==> src/rtl/bus_pkg.sv <==
// Shared definitions for the two-port bus arbiter: FSM encoding, transfer
// modes, port identifiers and the completion-strobe helper.
package bus_pkg;

    typedef enum logic [1:0] {
        ST_IDLE  = 2'd0,
        ST_ISSUE = 2'd1,
        ST_WAIT  = 2'd2,
        ST_DONE  = 2'd3
    } state_t;

    localparam logic MODE_READ  = 1'b0;
    localparam logic MODE_WRITE = 1'b1;

    localparam logic PORT_IF  = 1'b0;
    localparam logic PORT_MEM = 1'b1;

    // A transfer finishes only on the strobe that matches its direction;
    // the other strobe is treated as noise.
    function automatic logic is_complete(input logic mode,
                                         input logic rdata_valid,
                                         input logic write_done);
        return (mode == MODE_WRITE) ? write_done : rdata_valid;
    endfunction

endpackage

==> src/rtl/rr_pick2.sv <==
// Two-way round-robin picker. A lone request always wins; on a tie the
// port that was not served last wins.
module rr_pick2
    import bus_pkg::*;
(
    input  logic req0,
    input  logic req1,
    input  logic last_gnt,
    output logic valid,
    output logic gnt
);

    // Pick the winning port from the current requests and the last grant.
    always_comb begin
        valid = req0 | req1;
        gnt   = PORT_IF;
        if (req0 && req1) begin
            gnt = ~last_gnt;
        end else if (req1) begin
            gnt = PORT_MEM;
        end
    end

endmodule

==> src/rtl/bus_arbiter.sv <==
// Shares one BUS_controller between the instruction-fetch port (0) and the
// load/store port (1). One transaction is outstanding at a time; the granted
// port gets a one-cycle done pulse and, for reads, the captured read data.
//
// Handshake: a port raises reqN with modeN/addrN/wdataN stable and holds it
// until it sees doneN, then drops reqN in that same cycle. Toward the bus,
// m_start is a single-cycle pulse with m_mode/m_addr/m_wdata stable from that
// cycle until the matching completion strobe (m_rdata_valid for reads,
// m_write_done for writes) is seen.
module bus_arbiter
    import bus_pkg::*;
#(
    parameter int DATA_WIDTH = 32,
    parameter int ADDR_WIDTH = 32
) (
    input  logic                  clk,
    input  logic                  rst_n,
    input  logic                  req0,
    input  logic                  req1,
    input  logic                  mode0,
    input  logic                  mode1,
    input  logic [ADDR_WIDTH-1:0] addr0,
    input  logic [ADDR_WIDTH-1:0] addr1,
    input  logic [DATA_WIDTH-1:0] wdata0,
    input  logic [DATA_WIDTH-1:0] wdata1,
    output logic                  done0,
    output logic                  done1,
    output logic [DATA_WIDTH-1:0] rdata0,
    output logic [DATA_WIDTH-1:0] rdata1,
    output logic                  busy,
    output logic                  m_start,
    output logic                  m_mode,
    output logic [ADDR_WIDTH-1:0] m_addr,
    output logic [DATA_WIDTH-1:0] m_wdata,
    input  logic                  m_rdata_valid,
    input  logic                  m_write_done,
    input  logic [DATA_WIDTH-1:0] m_rdata,
    output state_t                dbg_state
);

    state_t                state_q, state_d;
    logic                  gnt_q, gnt_d;
    logic                  last_gnt_q, last_gnt_d;
    logic                  m_mode_q, m_mode_d;
    logic [ADDR_WIDTH-1:0] m_addr_q, m_addr_d;
    logic [DATA_WIDTH-1:0] m_wdata_q, m_wdata_d;
    logic [DATA_WIDTH-1:0] rdata0_q, rdata0_d;
    logic [DATA_WIDTH-1:0] rdata1_q, rdata1_d;

    logic pick_valid;
    logic pick_gnt;
    logic complete;

    rr_pick2 u_pick (
        .req0     (req0),
        .req1     (req1),
        .last_gnt (last_gnt_q),
        .valid    (pick_valid),
        .gnt      (pick_gnt)
    );

    assign complete = (state_q == ST_WAIT) &&
                      is_complete(m_mode_q, m_rdata_valid, m_write_done);

    // State and datapath registers; reset leaves port 0 winning the first tie.
    always_ff @(posedge clk or negedge rst_n) begin
        if (!rst_n) begin
            state_q    <= ST_IDLE;
            gnt_q      <= PORT_IF;
            last_gnt_q <= PORT_MEM;
            m_mode_q   <= MODE_READ;
            m_addr_q   <= '0;
            m_wdata_q  <= '0;
            rdata0_q   <= '0;
            rdata1_q   <= '0;
        end else begin
            state_q    <= state_d;
            gnt_q      <= gnt_d;
            last_gnt_q <= last_gnt_d;
            m_mode_q   <= m_mode_d;
            m_addr_q   <= m_addr_d;
            m_wdata_q  <= m_wdata_d;
            rdata0_q   <= rdata0_d;
            rdata1_q   <= rdata1_d;
        end
    end

    // Next-state: requests are only looked at in IDLE, never in DONE.
    always_comb begin
        state_d = state_q;
        case (state_q)
            ST_IDLE:  if (pick_valid) state_d = ST_ISSUE;
            ST_ISSUE: state_d = ST_WAIT;
            ST_WAIT:  if (complete) state_d = ST_DONE;
            ST_DONE:  state_d = ST_IDLE;
            default:  state_d = ST_IDLE;
        endcase
    end

    // Latch the winner's request at grant; capture read data at completion.
    always_comb begin
        gnt_d      = gnt_q;
        last_gnt_d = last_gnt_q;
        m_mode_d   = m_mode_q;
        m_addr_d   = m_addr_q;
        m_wdata_d  = m_wdata_q;
        rdata0_d   = rdata0_q;
        rdata1_d   = rdata1_q;
        if (state_q == ST_IDLE && pick_valid) begin
            gnt_d = pick_gnt;
            if (pick_gnt == PORT_MEM) begin
                m_mode_d  = mode1;
                m_addr_d  = addr1;
                m_wdata_d = wdata1;
            end else begin
                m_mode_d  = mode0;
                m_addr_d  = addr0;
                m_wdata_d = wdata0;
            end
        end
        if (complete) begin
            last_gnt_d = gnt_q;
            if (m_mode_q == MODE_READ) begin
                if (gnt_q == PORT_MEM) begin
                    rdata1_d = m_rdata;
                end else begin
                    rdata0_d = m_rdata;
                end
            end
        end
    end

    // Outputs decoded from registered state only.
    always_comb begin
        m_start = (state_q == ST_ISSUE);
        busy    = (state_q != ST_IDLE);
        done0   = (state_q == ST_DONE) && (gnt_q == PORT_IF);
        done1   = (state_q == ST_DONE) && (gnt_q == PORT_MEM);
    end

    assign m_mode    = m_mode_q;
    assign m_addr    = m_addr_q;
    assign m_wdata   = m_wdata_q;
    assign rdata0    = rdata0_q;
    assign rdata1    = rdata1_q;
    assign dbg_state = state_q;

endmodule

==> config.mk <==
export PLATFORM = sky130hd
export DESIGN_NAME = bus_arbiter
export DESIGN_NICKNAME = d
export VERILOG_FILES = /design/src/rtl/bus_pkg.sv /design/src/rtl/rr_pick2.sv /design/src/rtl/bus_arbiter.sv
export SDC_FILE = /design/constraint.sdc
export NUM_CORES = 1
export LEC_CHECK = 0
export CAP_MARGIN = 5
export CORE_MARGIN = 1.5
export CORE_UTILIZATION = 39
export DETAILED_ROUTE_END_ITERATION = 12
export MAX_ROUTING_LAYER = met4
export PLACE_DENSITY_LB_ADDON = 0.15
export SYNTH_ARGS = -nofsm -noshare
export SYNTH_HDL_FRONTEND = slang
export SYNTH_HIERARCHICAL = 1
export SYNTH_SLANG_ARGS = --single-unit
export TNS_END_PERCENT = 1
==> constraint.sdc <==
create_clock -name clk -period 2.1 [get_ports clk]
set_input_delay 0.63 -clock clk [delete_from_list [all_inputs] [get_ports clk]]
set_output_delay 0.63 -clock clk [all_outputs]
set_load 0.05 [all_outputs]
# Word level (Yosys, flattened, before mapping)
# Index checks and enable logic that the tools add are counted.
# classes
n_eq_ne	5
n_mux	9
bitwise_logic	4
reduce_logical	10
# ops
cell	n
2-to-1 mux 32 bit	2
case mux 2 bit (4 select lines)	1
AND reduction 3 bit	2
logical AND 1 bit	5
== test 2 bit, second input constant	2
2-to-1 mux 1 bit	4
2-to-1 mux 2 bit	2
inequality test 2 bit, second input constant	2
inverter 1 bit	3
== test 2 x 1 -> 1 bit, second input constant	1
logical NOT 2 bit	1
AND reduction 2 bit	1
nonzero test 2 bit	1
OR 1 bit	1
# word_totals
reg_bits	133
in_bits	168
out_inout_bits	135
wordCells	36

# Logic depth before layout (Yosys ltp)
# depth
word_depth	4
ltp_mapped	8
ltp_nobuf	5

# Hierarchy
# Netlist, hierarchy kept.
# modules_own_cells
mod	instances	cells_per_inst	area_each_um2	seq_area_each_um2
bus_arbiter	1	441	5630.4	3329.4
rr_pick2	1	2	13.8	0.0

# Worst setup path before layout
# OpenSTA, ideal clock, no wires.
# synth_timing
kind	register to output
start	register state_q[1], in the netlist dbg_state[1]
end	output done0
arrival_time_ns	1.617
t_required_ns	1.470
setup_slack_ns	-0.147
stages_incl_launch_ff	3
cell_sequence	dfrtp_1 ha_1 nor2b_1
# synth_via
elab_chain_len	2
# synth_rtl
element	line	text
start: declaration	bus_arbiter.sv:41	state_t state_q, state_d;
start signal: assignment	bus_arbiter.sv:77	state_q <= state_d;
== test 2 bit	bus_arbiter.sv:137	done0 = (state_q == ST_DONE) && (gnt_q == PORT_IF);
logical AND 1 bit	bus_arbiter.sv:137	
end: declaration	bus_arbiter.sv:26	output logic done0,
# No other way between the ends.

# Worst setup path after layout
# layout_timing
start	register state_q[0], in the netlist dbg_state[0]
end	output done0
# Same word-level chain as after synthesis.

==> results.tsv <==
stage	metric	value	unit
run_status	status	finished clean	
clock_network	cts_sinks	133	
critical_path	crit_type	flip-flop to primary output	
critical_path	worstPathArrival	1.38	ns
critical_path	critPathMaxFanout	5	
clock_network	clockRootBuffer	clkbuf_16	
placed_design	dp.final_hpwl	12.5	mm
placed_design	io_buffers	302	
timing	min_period	2.01	ns
global_routing	grt_pass1_wl	24.3	mm
min_path	hold_path_depth	1	
clock_network	tritoncts	yes	
critical_path	reg2reg_depth	6	
critical_path	critPathLaunchType	flip-flop	
timing	finalMaxSlewViolations	0	
die	ios	303	
critical_path	cp_slowest_cell	dfrtp_1	
logic_synthesis	ys_top_cells_by_area	dfrtp_1, mux2_2, mux2i_1	
logic_synthesis	ys_types	22	
timing	max_freq	0.497	GHz
finish	syn_to_final_growth	66.0	%
timing	finalSetupViolations	0	
power_and_ir_drop	seq_power_share	26.5	%
global_routing	grt-ovfl-total	0	
clock_network	clk-insertion-delay-late	0.42	ns
logic_synthesis	netlist_area	5640	µm²
route	drt_wl_total	16.4	mm
die	fp.dieH	123	µm
clock_network	h-tree-depth	4	
route	route.detailed.drc	0	
logic_synthesis	syn-num-nets	615	
logic_synthesis	synth_top_area_cell	dfrtp_1	
finish	final_util	67.0	%
critical_path	cp-end-kind	primary output	
die	die-area	15200	µm²
route	wl_per_cell	17.2	µm
route	viasPerCell	4.83	
power_and_ir_drop	leakagePower	4.27	nW
die	start_util	40.3	%
route	final_antenna_net_count	0	
finish	final_common_cell	clkdlybuf4s50_1	
finish	layout-drive-gt1-share	32.6	%
timing	period_share	95.7	%
logic_synthesis	yosysSeqAreaShare	59.0	%
die	core.rowCount	43	
clock_network	cts_buffers	17	
power_and_ir_drop	ir_drop	0.000863	V
logic_synthesis	yosysTopAreaCellShare	58.5	%
route	first_iter_violations	181	
global_routing	grt_pass1_vias	4737	
global_routing	track_usage	22.5	%
logic_synthesis	avgSynthCellArea	12.7	µm²
global_routing	antenna_found_initial	0	
finish	fillers	1112	
critical_path	cp_slowest_stage_delay	0.42	ns
power_and_ir_drop	power.internal	0.00904	W
timing	rsz0062_at_grt	false	
timing	fin_worst_skew	0.00920	ns
power_and_ir_drop	switchingPower	0.00818	W
finish	nets	930	
finish	layout_common_cells	clkdlybuf4s50_1, buf_4, dfrtp_1, mux2i_1	
die	core_region_area	14000	µm²
timing	relSlewSlack	67.0	%
power_and_ir_drop	clockPowerShare	17.7	%
finish	diodes	0	
timing	hold_viol	0	
clock_network	cts.clk_slew.worst_paths	0.05	ns
critical_path	critPathRequiredTime	1.47	ns
critical_path	crit_path_cell_trace	ha_1 -> nor2b_2 -> buf_12	
logic_synthesis	ys_seq_elements	133	
die	die_width	123	µm
logic_synthesis	ys_warn_count	6	
power_and_ir_drop	pwr-share-comb	55.8	%
run	maxCapViolCount	0	
power_and_ir_drop	powerDensity	1840	nW/µm²
global_routing	grt_max_degree	80	
timing	tightest_slew	0.497	ns
placed_design	globalplace.congestion	0.751	
route	vias	4594	
route	drtPass1Iterations	4	
power_and_ir_drop	swShare	47.5	%
min_path	hold_class	flip-flop to flip-flop	
logic_synthesis	postSynthCellCount	443	
power_and_ir_drop	p_total	0.0172	W
clock_network	clockBufferDepth	2	
## power groups by stage
stage	registers [W]	logic [W]	clock network, W
floorplan	0.00877	0.00214	0
global placement	0.00455	0.00957	0
detailed placement	0.00460	0.00971	0
CTS	0.00458	0.00967	0.00310
global route	0.00474	0.0101	0.00324
finish	0.00456	0.00960	0.00305
## final timing paths
| path | from | end | slack, ns |
|---|---|---|---|
| min | rdata0[5] | rdata0[5] | 0.48 |
| min in group asynchronous | rst_n | rdata1[5] | 0.55 |
| max | dbg_state[0] | done0 | 0.09 |
| min reg2reg | rdata0[5] | rdata0[5] | 0.48 |
| max in group asynchronous | rst_n | last_gnt_q | 0.93 |
| max reg2reg | dbg_state[0] | rdata0[19] | 0.31 |
## per-stage QoR
step / hold slack, ns / setup TNS, ns / area, µm² / cells / setup slack, ns
after detailed placement: 0.436 / -1.61 / 8750 / 917 / -0.0686
after floorplan: 0.334 / 0 / 5650 / 443 / 0.0271
after CTS: 0.488 / 0 / 9360 / 950 / 0.0239
final: 0.485 / 0 / 9370 / 951 / 0.0894
after global routing: 0.524 / 0 / 9370 / 951 / 0.0353
after global placement: 0.437 / -0.780 / 8750 / 917 / -0.0320
## cell usage after synthesis
master       n
dfrtp_1    132
mux2i_1     66
a21oi_1     65
mux2_2      65
nor2_1      65
buf_2       13
buf_4        8
clkbuf_1     5
ha_1         4
buf_6        3
inv_1        3
and2_1       2
mux2_1       2
nor2b_1      2
a21boi_1     1
a2bb2oi_1    1
dfstp_2      1
nand2_1      1
nand4b_2     1
nor3_4       1
o22a_1       1
or2_1        1
## layout make-up
class                      instances  area (µm²)  area share (%)
sequential                       133        3330            35.5
timing repair buffer             325        3040            32.5
multi-input combinational        278        2140            22.9
clock buffer                      24         492            5.25
tap                              180         225            2.40
clock inverter                     8         121            1.30
inverter                           3        11.3           0.120
## sequential cells by signal (all words and copies together) (netlist names)
register,count
gnt_q,1
m_mode,1
rdata0,32
dbg_state,2
m_addr,32
last_gnt_q,1
m_wdata,32
rdata1,32
## cell families after synthesis
logic type / count (synthesis) / synth area share, %
muxes: 133 / 25.1
DFF: 133 / 59.0
and+or+nand+nor: 73 / 5.50
AOI/OAI and AO/OA: 68 / 6.21
buffers and inverters: 32 / 3.35
adders and majority gates: 4 / 0.887
## what timing repair did
action,4_1_cts,5_1_grt
hold buffers,1,0
gates resized for setup,9,2
endpoints found under the hold margin,1,0
setup buffers,0,1
cloned,0,0
setup endpoints to repair,9,1
## critical path: cells and delay by family (launching register included)
family	cells	cell delay [ns]
DFF	1	0.42
adders and majority gates	1	0.22
and+or+nand+nor	1	0.17
buffers and inverters	1	0.16
## layer usage
layer  GRT usage, %  wire length [µm]  up-vias
met5              -                 0        -
met3           7.80              1420       28
met4           9.34               384        0
met1           23.9              6100     2203
met2           38.4              8460      196
li1               -                 -     2167
Note: power is estimated with default switching activity, not from simulation.
